**src/rtl/vga_timing_pkg.sv**
```systemverilog
// Shared constants for the VGA raster timing generator: standard modes and sync polarities.
// No logic; elaboration-time helpers only.
// Optional build macro VGA_TIMING_FRAME_CNT_EN is consumed by vga_timing_gen, not here.
package vga_timing_pkg;

  // Sync polarity encodings: the level driven while the pulse is asserted
  localparam bit POL_ACTIVE_LOW  = 1'b0;
  localparam bit POL_ACTIVE_HIGH = 1'b1;

  typedef enum logic [1:0] {
    MODE_640X480_60  = 2'd0,
    MODE_800X600_60  = 2'd1,
    MODE_1024X768_60 = 2'd2
  } vga_mode_e;

  // 640x480@60 (25.175 MHz nominal pixel clock) -- the generator defaults
  localparam int unsigned M640_H_DISPLAY = 640;
  localparam int unsigned M640_H_FRONT   = 16;
  localparam int unsigned M640_H_SYNC    = 96;
  localparam int unsigned M640_H_BACK    = 48;
  localparam int unsigned M640_V_DISPLAY = 480;
  localparam int unsigned M640_V_FRONT   = 10;
  localparam int unsigned M640_V_SYNC    = 2;
  localparam int unsigned M640_V_BACK    = 33;
  localparam bit          M640_H_POL     = POL_ACTIVE_LOW;
  localparam bit          M640_V_POL     = POL_ACTIVE_LOW;

  // 800x600@60 (40 MHz pixel clock)
  localparam int unsigned M800_H_DISPLAY = 800;
  localparam int unsigned M800_H_FRONT   = 40;
  localparam int unsigned M800_H_SYNC    = 128;
  localparam int unsigned M800_H_BACK    = 88;
  localparam int unsigned M800_V_DISPLAY = 600;
  localparam int unsigned M800_V_FRONT   = 1;
  localparam int unsigned M800_V_SYNC    = 4;
  localparam int unsigned M800_V_BACK    = 23;
  localparam bit          M800_H_POL     = POL_ACTIVE_HIGH;
  localparam bit          M800_V_POL     = POL_ACTIVE_HIGH;

  // 1024x768@60 (65 MHz pixel clock); horizontal total needs CW >= 11
  localparam int unsigned M1024_H_DISPLAY = 1024;
  localparam int unsigned M1024_H_FRONT   = 24;
  localparam int unsigned M1024_H_SYNC    = 136;
  localparam int unsigned M1024_H_BACK    = 160;
  localparam int unsigned M1024_V_DISPLAY = 768;
  localparam int unsigned M1024_V_FRONT   = 3;
  localparam int unsigned M1024_V_SYNC    = 6;
  localparam int unsigned M1024_V_BACK    = 29;
  localparam bit          M1024_H_POL     = POL_ACTIVE_LOW;
  localparam bit          M1024_V_POL     = POL_ACTIVE_LOW;

  // Period of one axis (pixels per line or lines per frame)
  function automatic int unsigned axis_total(input int unsigned display,
                                             input int unsigned front,
                                             input int unsigned sync,
                                             input int unsigned back);
    return display + front + sync + back;
  endfunction

endpackage

```
**src/rtl/vga_axis_counter.sv**
```systemverilog
// One raster axis: mod-TOTAL counter with step enable, wrap flag and window decode.
// Latency: count advances on the edge after step; decodes are combinational from count.
// No backpressure: step is a single-cycle advance request, honoured every time.
module vga_axis_counter
  import vga_timing_pkg::*;
#(
  parameter int unsigned CW      = 10,
  parameter int unsigned DISPLAY = 640,
  parameter int unsigned FRONT   = 16,
  parameter int unsigned SYNC    = 96,
  parameter int unsigned BACK    = 48
) (
  input  logic          clk,
  input  logic          reset,
  input  logic          step,
  output logic [CW-1:0] count,
  output logic          last,
  output logic          active,
  output logic          in_sync
);

  localparam int unsigned TOTAL = axis_total(DISPLAY, FRONT, SYNC, BACK);

  // All window edges are fixed at elaboration so the decode is pure compares
  localparam logic [CW-1:0] LAST_C       = CW'(TOTAL - 1);
  localparam logic [CW-1:0] DISPLAY_C    = CW'(DISPLAY);
  localparam logic [CW-1:0] SYNC_FIRST_C = CW'(DISPLAY + FRONT);
  localparam logic [CW-1:0] SYNC_LAST_C  = CW'(DISPLAY + FRONT + SYNC - 1);
  localparam bit            HAS_SYNC     = (SYNC != 0);

  logic [CW-1:0] count_q;

  // Advance on step, wrapping to zero after the last position of the period
  always_ff @(posedge clk) begin
    if (reset) begin
      count_q <= '0;
    end else if (step) begin
      count_q <= (count_q == LAST_C) ? '0 : count_q + 1'b1;
    end
  end

  // Window decode straight from the register so it lines up with count
  always_comb begin
    count   = count_q;
    last    = (count_q == LAST_C);
    active  = (count_q < DISPLAY_C);
    in_sync = HAS_SYNC && (count_q >= SYNC_FIRST_C) && (count_q <= SYNC_LAST_C);
  end

endmodule

```
**src/rtl/vga_timing_gen.sv**
```systemverilog
// VGA raster timing: integer clk divider to pixel tick, h/v counters, sync/video/strobe decode.
// Latency: outputs are combinational from the counters and move on the edge after a p_tick cycle.
// No backpressure: en low freezes every register and forces strobes low. Macro VGA_TIMING_FRAME_CNT_EN adds frame_count.
module vga_timing_gen
  import vga_timing_pkg::*;
#(
  parameter int unsigned H_DISPLAY = M640_H_DISPLAY,
  parameter int unsigned H_FRONT   = M640_H_FRONT,
  parameter int unsigned H_SYNC    = M640_H_SYNC,
  parameter int unsigned H_BACK    = M640_H_BACK,
  parameter int unsigned V_DISPLAY = M640_V_DISPLAY,
  parameter int unsigned V_FRONT   = M640_V_FRONT,
  parameter int unsigned V_SYNC    = M640_V_SYNC,
  parameter int unsigned V_BACK    = M640_V_BACK,
  parameter bit          H_POL     = M640_H_POL,
  parameter bit          V_POL     = M640_V_POL,
  parameter int unsigned CLK_DIV   = 2,
  parameter int unsigned CW        = 10
) (
  input  logic          clk,
  input  logic          reset,
  input  logic          en,
  output logic          p_tick,
  output logic          hsync,
  output logic          vsync,
  output logic          video_on,
  output logic [CW-1:0] pixel_x,
  output logic [CW-1:0] pixel_y,
  output logic          line_end,
  output logic          frame_end
`ifdef VGA_TIMING_FRAME_CNT_EN
  ,
  output logic [15:0]   frame_count
`endif
);

  localparam int unsigned H_TOTAL = axis_total(H_DISPLAY, H_FRONT, H_SYNC, H_BACK);
  localparam int unsigned V_TOTAL = axis_total(V_DISPLAY, V_FRONT, V_SYNC, V_BACK);

  // Refuse configurations the counters cannot represent
  if (longint'(H_TOTAL) > (64'd1 << CW)) begin : g_h_total_too_wide
    $error("vga_timing_gen: H_TOTAL does not fit in CW bits");
  end
  if (longint'(V_TOTAL) > (64'd1 << CW)) begin : g_v_total_too_wide
    $error("vga_timing_gen: V_TOTAL does not fit in CW bits");
  end
  if (CLK_DIV < 1) begin : g_bad_clk_div
    $error("vga_timing_gen: CLK_DIV must be at least 1");
  end

  // A one-bit divider is kept for CLK_DIV=1; it then sits at zero forever
  localparam int unsigned   DW       = (CLK_DIV > 1) ? $clog2(CLK_DIV) : 1;
  localparam logic [DW-1:0] DIV_LAST = DW'(CLK_DIV - 1);

  logic [DW-1:0] div_q;
  logic [CW-1:0] h_count;
  logic [CW-1:0] v_count;
  logic          h_last;
  logic          v_last;
  logic          h_active;
  logic          v_active;
  logic          h_in_sync;
  logic          v_in_sync;

  // Pixel-rate divider: counts while enabled, holds its phase while disabled
  always_ff @(posedge clk) begin
    if (reset) begin
      div_q <= '0;
    end else if (en) begin
      div_q <= (div_q == DIV_LAST) ? '0 : div_q + 1'b1;
    end
  end

  // Tick is gated by en so a frozen generator never advances or strobes
  always_comb begin
    p_tick    = en & (div_q == DIV_LAST);
    line_end  = p_tick & h_last;
    frame_end = line_end & v_last;
  end

  vga_axis_counter #(
    .CW      (CW),
    .DISPLAY (H_DISPLAY),
    .FRONT   (H_FRONT),
    .SYNC    (H_SYNC),
    .BACK    (H_BACK)
  ) u_h_axis (
    .clk     (clk),
    .reset   (reset),
    .step    (p_tick),
    .count   (h_count),
    .last    (h_last),
    .active  (h_active),
    .in_sync (h_in_sync)
  );

  // Vertical axis steps once per line, on the tick that wraps the horizontal axis
  vga_axis_counter #(
    .CW      (CW),
    .DISPLAY (V_DISPLAY),
    .FRONT   (V_FRONT),
    .SYNC    (V_SYNC),
    .BACK    (V_BACK)
  ) u_v_axis (
    .clk     (clk),
    .reset   (reset),
    .step    (line_end),
    .count   (v_count),
    .last    (v_last),
    .active  (v_active),
    .in_sync (v_in_sync)
  );

  // Coordinates and video/sync levels, all zero-latency with respect to the counters
  always_comb begin
    pixel_x  = h_count;
    pixel_y  = v_count;
    video_on = h_active & v_active;
    hsync    = h_in_sync ? H_POL : ~H_POL;
    vsync    = v_in_sync ? V_POL : ~V_POL;
  end

`ifdef VGA_TIMING_FRAME_CNT_EN
  logic [15:0] frame_cnt_q;

  // Completed-frame counter; frame_end already implies en, so it holds when disabled
  always_ff @(posedge clk) begin
    if (reset) begin
      frame_cnt_q <= '0;
    end else if (frame_end) begin
      frame_cnt_q <= frame_cnt_q + 16'd1;
    end
  end

  assign frame_count = frame_cnt_q;
`endif

endmodule
```
**config.mk**
```make
export PLATFORM = sky130hd
export DESIGN_NAME = vga_timing_gen
export DESIGN_NICKNAME = d
export VERILOG_FILES = /design/src/rtl/vga_timing_pkg.sv /design/src/rtl/vga_axis_counter.sv /design/src/rtl/vga_timing_gen.sv
export SDC_FILE = /design/constraint.sdc
export NUM_CORES = 1
export LEC_CHECK = 0
export ABC_AREA = 1
export BUFFER_PORTS_ARGS = -buffer_cell sky130_fd_sc_hd__buf_4
export CAP_MARGIN = 5
export CORE_ASPECT_RATIO = 1.25
export CORE_MARGIN = 3
export CORE_UTILIZATION = 45
export DETAILED_ROUTE_END_ITERATION = 12
export PLACE_DENSITY = 0.68
export SLEW_MARGIN = 10
export SYNTH_ARGS = -nofsm -noshare
export SYNTH_HDL_FRONTEND = slang
export SYNTH_SLANG_ARGS = --single-unit
```
**constraint.sdc**
```tcl
create_clock -name clk -period 2 [get_ports clk]
set_clock_uncertainty 0.1 [all_clocks]
set_input_delay 0.4 -clock clk [delete_from_list [all_inputs] [get_ports clk]]
set_output_delay 0.4 -clock clk [all_outputs]
set_load 0.01 [all_outputs]
```
* After elaboration in Yosys (flattened, before gate mapping)
Cells that the tools add are included.
Word-level totals: register bits after elaboration 21, logic and storage cells 25, input bits 3, output and inout bits 26
Cells by class: mux-type cells 5, bitwise logic cells 4, eq/ne operators 2, add/subtract/negate cells 3, order comparisons 6, reduce and logical (&&, ||, !) cells 2
Operators with widths (count):
- adder 10 x 1 -> 10 bit, second input constant | 2
- == test 10 bit, second input constant | 2
- two-way mux 10 bit | 2
- greater-or-equal comparator 10 bit, second input constant | 1
- greater-or-equal comparator 10 x 9 -> 1 bit, second input constant | 1
- <= comparator 10 bit, second input constant | 1
- <= comparator 10 x 9 -> 1 bit, second input constant | 1
- < comparator 10 bit, second input constant | 1
- < comparator 10 x 9 -> 1 bit, second input constant | 1
- bitwise AND 1 bit | 4
- two-way mux 1 bit | 3
- logical AND 1 bit | 2
- adder 1 bit, second input constant | 1

* Logic depth before layout (Yosys ltp)
Gate-level depths: netlist (run 1).
depth after elaboration 3, depth in mapped cells 9, depth with buffers taken out 9

* Cells and area by module
Synthesis (run 1) repeated with hierarchy kept, for this count alone.
Unflattened totals: cells, all modules 190, area total of the unflattened synthesis 1300.0 µm²
By module, submodules not included:
- vga_axis_counter (u_v_axis) | area each 626.9 µm², cells an instance 89, times used 1, seq. area each 200.2 µm²
- vga_axis_counter (u_h_axis) | area each 589.3 µm², cells an instance 86, times used 1, seq. area each 200.2 µm²
- vga_timing_gen | area each 83.8 µm², cells an instance 15, times used 1, seq. area each 20.0 µm²

* Worst setup path after synthesis (run 1)
Ideal clock, no wire load.
kind register -> output, start point register u_h_axis.count_q[0], in the netlist u_h_axis.count[0], end point output frame_end, slack 0.179 ns, cell stages (with the launch flop) 5, buffers on the path 0, data required time 1.500 ns, arrival 1.321 ns, path through dfxtp_1 > ha_1 > nand3_1 > nor3_1 > and3_1
On the way: cells in the longest elaborated chain, start to end 3
Ends and longest elaborated chain:
- start: declaration | line vga_axis_counter.sv:31 | logic [CW-1:0] count_q;
- start signal: assignment | line vga_axis_counter.sv:38 | count_q <= (count_q == LAST_C) ? '0 : count_q + 1'b1;
- == test 10 bit | line vga_axis_counter.sv:45 | last = (count_q == LAST_C);
- bitwise AND 1 bit | line vga_timing_gen.sv:77 | line_end = p_tick & h_last;
- via line_end | line vga_timing_gen.sv:29 | output logic line_end,
- bitwise AND 1 bit | line vga_timing_gen.sv:78 | frame_end = line_end & v_last;
- end: declaration | line vga_timing_gen.sv:30 | output logic frame_end
The timed path passes the listed nets, and every way through them passes these cells.

* Worst setup path after layout (run 1)
start point register u_h_axis.count_q[0], in the netlist u_h_axis.count[0], end point output frame_end
On the way: cells in the longest elaborated chain, start to end 3
Ends and longest elaborated chain (line):
- == test 10 bit | vga_axis_counter.sv:45
- bitwise AND 1 bit | vga_timing_gen.sv:77
- bitwise AND 1 bit | vga_timing_gen.sv:78
Every way passes these cells.

==> results.tsv, run 1 <==
metric	value	unit
grt_pass1_wl	5470	um
p_comb_frac	0.056	
net-switching-power	157	uW
drc	0	
clockPowerShare	0.311	
slew_viol_final	0	
clock_latency	310	ps
internal_power	509	uW
path_clk_slew	120	ps
vias	1420	
fill_cells	273	
status	completed	
cts_inserted_buffers	3	
worstPathCellList	ha_4, nand3_4, nor3_4, and3_1, buf_4	
critical_path_class	reg2out	
arrival	1420	ps
layout_commonest_cell	nand2_1	
drt_iter0_drc	47	
layout.area.seq	442	sq um
cp-start-kind	flip-flop	
syn2layout_area_growth	27.0	%
drive_gt1_frac	0.309	
grt_usage	0.206	
worst_pin_slew	278	ps
antenna_found_initial	0	
critical-path-max-stage-delay	390	ps
drtAntennaViolNets	0	
p_sw_frac	0.235	
synthArstFlopShare	0	
rsz0062_at_grt	no	
die-area	3570	sq um
hold_viol_final	0	
vias_per_cell	5.32	
clkSinkCount	21	
yosysSeqAreaShare	0.324	
hp-class	in2reg	
die_h	66.0	um
wire_per_inst	12.8	um
numPortBuffers	28	
synthCells	201	
min_period	1920	ps
core-area	2710	sq um
totalWireLength	3430	um
power_density	404	nW/um^2
overflow	0	
p_leak	0.000737	uW
setup_viol	0	
crit_family	simple AND/OR/NAND/NOR gates	
cp.required	1500	ps
drv_cap	0	
syn_nets	208	
cp_num_buf_inv	1	
pwr-share-seq	0.633	
grt_pass1_vias	1301	
place_hpwl	2640	um
maxSlewHeadroom	0.813	
synth_ff_type	dfxtp_1	
worstPathMaxFanout	3	
num_io_pins	29	
grt_max_degree	12	
num_rows	21	
synth.cell_area	1300	sq um
synth_edf_count	0	
multi_input_area	782	sq um
h-tree-depth	1	
max_freq	521	MHz
tns	0	ps
cts_tree	yes	
ff2ff_setup_slack	320	ps
period_share	0.960	
vdd.ir_drop.worst	0.352	mV
end_kind	output pin	
syn_area_per_cell	6.46	sq um
yosys_register_bits	21	
synth_cell_types	26	
diodes	0	
die_w	54.0	um
place_congestion	0.948	
yosysWarnings	0	
clock-root-buffer	clkbuf_4	
final_core_util	0.609	
final_nets	241	
cp_slowest_cell	dfxtp_4	
initial_core_util	0.479	
final_cell_mix	48 x nand2_1, 32 x buf_4, 29 x nor2_1, 23 x inv_1, 11 x nand3_1	
clockBufferDepth	2	
drtPass1Iterations	5	
[sequential cells by signal, indices dropped and copies added, names as in the netlist]
register        flops
div_q               1
u_h_axis.count     10
u_v_axis.count     10
[repair_timing]
item	CTS	global route
pin swaps	1	2
buffers inserted	1	2
setup endpoints to repair	2	2
hold buffers	0	0
resized for setup	8	21
[cells in the mapped netlist, drive strengths merged, types with 4 or more instances]
library cell	n	area share
dfxtp	21	0.32
ha	4	0.039
xor2	4	0.027
buf	4	0.022
nand2	51	0.15
nor2	35	0.11
a21oi	10	0.039
nand4	8	0.048
inv	30	0.089
o21ai	7	0.036
nor3	11	0.046
nand3	12	0.046
[layer usage]
layer | vias to the layer above | GRT usage | wire [um]
li1 | 700 | - | -
met1 | 652 | 0.218 | 1380
met2 | 53 | 0.379 | 1770
met3 | 15 | 0.0293 | 173
met4 | 0 | 0.0997 | 110
met5 | - | 0 | 0
[cell families after synthesis]
logic type,share of synthesized area
buffers and inverters,0.111
DFF,0.324
AOI/OAI and AO/OA,0.0858
and+or+nand+nor,0.414
adders and majority gates,0.0386
xor gates and xnor gates,0.0270
[final cells by class]
type	instances	area share
Timing Repair Buffer	32	0.146
Tap cell	34	0.0258
Clock buffer	4	0.0159
Multi-Input combinational cell	146	0.475
Sequential cell	21	0.268
Inverter	30	0.0699
[worst paths after layout]
kind	startpoint	endpoint	depth (start not counted)
max	u_h_axis.count[0]	frame_end	5
min	reset	u_h_axis.count[2]	2
max reg2reg	u_h_axis.count[0]	u_v_axis.count[7]	9
min reg2reg	div_q	div_q	2
[per-stage QoR]
stage	setup WS, ps	area, sq um	total power, uW	hold slack, ps	std cells
global route	3.28	1650	695	225	267
detailed placement	200	1530	467	404	260
floorplan	179	1300	454	371	201
CTS	6.12	1580	674	219	265
global placement	260	1530	466	380	260
finish	79.7	1650	666	217	267
[power groups by stage]
stage / logic (uW) / registers [uW] / clock network, uW
after global routing: 40.5 / 422 / 232
after CTS: 33.8 / 423 / 217
after detailed placement: 33.5 / 434 / 0
final: 37.2 / 422 / 207
after global placement: 32.6 / 433 / 0
after floorplan: 20.3 / 434 / 0
No activity file was read; power rests on OpenSTA's default activity.
==> inputs of run 2 (changes only) <==
--- a/config.mk
+++ b/config.mk
@@ -10,9 +10,8 @@
 export CAP_MARGIN = 5
 export CORE_ASPECT_RATIO = 1.25
 export CORE_MARGIN = 3
-export CORE_UTILIZATION = 45
+export CORE_UTILIZATION = 35
 export DETAILED_ROUTE_END_ITERATION = 12
-export PLACE_DENSITY = 0.68
 export SLEW_MARGIN = 10
 export SYNTH_ARGS = -nofsm -noshare
 export SYNTH_HDL_FRONTEND = slang
==> run 2 against run 1 <==
Setup slack worse by 8.2 ps. Global-route usage down 4.8 points. First-iteration DRC count up 23%. Utilization down 13 points. Die area up 26%. Critical path depth up 1. Sequential share of layout area down 0.59 points. Sequential cell count unchanged. Register-to-register slack about the same. Routed wire length down 6.0%. Critical endpoint unchanged.
==> results.tsv, run 2 (synthesis gave the netlist of run 1 again) <==
metric	value	unit	change
antenna_found_initial	0		unchanged
grt_max_degree	13		+1
dp_slack	182	ps	-18.3 ps
p_leak	0.000759	uW	+3.1%
num_rows	24		+14%
status	completed		
hold_viol_final	0		unchanged
maxSlewHeadroom	0.815		+0.00147
period_share	0.964		+0.00412
layout_commonest_cell	nand2_1		
initial_core_util	0.369		-0.110
place_congestion	0.864		-8.8%
p_sw_frac	0.232		-0.00296
die_h	74.1	um	+12%
slew_viol_final	0		unchanged
grt_pass1_vias	1258		-3.3%
core-area	3510	sq um	+30%
grt_pass1_wl	5530	um	+1.0%
syn2layout_area_growth	29.5	%	
overflow	0		unchanged
clockBufferDepth	2		unchanged
cts_inserted_buffers	3		unchanged
path_clk_slew	80	ps	-40 ps
max_freq	519	MHz	-0.43%
diodes	0		unchanged
numPortBuffers	28		unchanged
internal_power	567	uW	+11%
net-switching-power	171	uW	+9.4%
min_period	1930	ps	+8.24 ps
drc	0		unchanged
grt_usage	0.158		-0.0478
clock_latency	260	ps	-50 ps
place_hpwl	2520	um	-4.7%
hp-class	in2reg		
power_density	439	nW/um^2	+8.7%
drv_cap	0		unchanged
wire_per_inst	11.6	um	-9.4%
drt_iter0_drc	58		+23%
critical_path_class	reg2out		
p_comb_frac	0.045		-0.011
h-tree-depth	1		unchanged
final_nets	246		+2.1%
die-area	4480	sq um	+26%
cp-start-kind	flip-flop		
dpl-instance-area	1550	sq um	+1.4%
drive_gt1_frac	0.290		-0.0191
setup_viol	0		unchanged
clkSinkCount	21		unchanged
num_io_pins	29		unchanged
drtAntennaViolNets	0		unchanged
rsz0062_at_grt	yes		
end_kind	output pin		
cts_tree	yes		
totalWireLength	3230	um	-6.0%
finalWorstSetupSlack	71.5	ps	-8.24 ps
die_w	60.5	um	+12%
arrival	1430	ps	about the same
drtPass1Iterations	4		-1
vdd.ir_drop.worst	0.298	mV	-15%
worstPathMaxFanout	5		+2
final_cell_mix	49 x nand2_1, 36 x buf_4, 31 x nor2_1, 24 x inv_1, 13 x dfxtp_1		
fin_area	1680	sq um	+2.0%
vias_per_cell	4.82		-9.4%
final_core_util	0.478		-0.131
worst_pin_slew	278	ps	-0.441 ps
pwr-share-seq	0.568		-0.065
clock-root-buffer	clkbuf_8		
vias	1334		-6.1%
clockPowerShare	0.387		+0.076
cp.required	1500	ps	about the same
-- run 2: per-layer routing --
| layer | global-route usage | vias to the layer above | wire length, um |
|---|---|---|---|
| li1 | - | 714 | - |
| met1 | 0.198 | 582 | 1480 |
| met2 | 0.272 | 30 | 1590 |
| met3 | 0.0226 | 8 | 99 |
| met4 | 0.0578 | 0 | 55 |
| met5 | 0 | - | 0 |
-- run 2: what timing repair did --
item,CTS,global route
resized for setup,3,18
buffers inserted,0,6
pin swaps,0,5
setup endpoints to repair,1,1
endpoints found under the hold margin,0,0
hold buffers,0,0
-- run 2: final cells by class --
type | count | area (sq um)
Clock inverter | 1 | 5.00
Clock buffer | 3 | 41.3
Sequential cell | 21 | 440
Fill cell | 381 | 1830
Inverter | 30 | 120
Tap cell | 39 | 48.8
Timing Repair Buffer | 37 | 282
Multi-Input combinational cell | 146 | 743
-- run 2: final timing paths --
check / start / endpoint / slack (ps) / cells past startpoint
setup / recovery: u_h_axis.count[8] / frame_end / 70 / 6
hold / removal: reset / u_h_axis.count[2] / 260 / 2
setup reg to reg: u_h_axis.count[0] / u_h_axis.count[5] / 310 / 8
hold reg to reg: div_q / div_q / 400 / 2
-- run 2: through the flow --
| step | cells | total power, uW | hold slack (ps) | TNS (ps) |
|---|---|---|---|---|
| after global routing | 277 | 774 | 267 | -10.8 |
| final | 277 | 738 | 260 | 0 |
| after global placement | 267 | 467 | 382 | 0 |
| after floorplan | 201 | 454 | 371 | 0 |
| after CTS | 271 | 758 | 267 | 0 |
| after detailed placement | 267 | 467 | 391 | 0 |
-- run 2: critical path: stages, from the launching register on --
cell and delay (ps):
dfxtp_4 370, nand2_1 110, inv_2 90, nand2_1 70, nor3_2 220, and3_1 200
buf_6 100
-- run 2: power groups by stage --
| stage | sequential, uW | combinational, uW | clock (uW) |
|---|---|---|---|
| after floorplan | 434 | 20.3 | 0 |
| after global placement | 433 | 33.6 | 0 |
| after detailed placement | 434 | 33.5 | 0 |
| after CTS | 424 | 33.9 | 300 |
| after global routing | 420 | 37.6 | 316 |
| final | 419 | 33.2 | 286 |
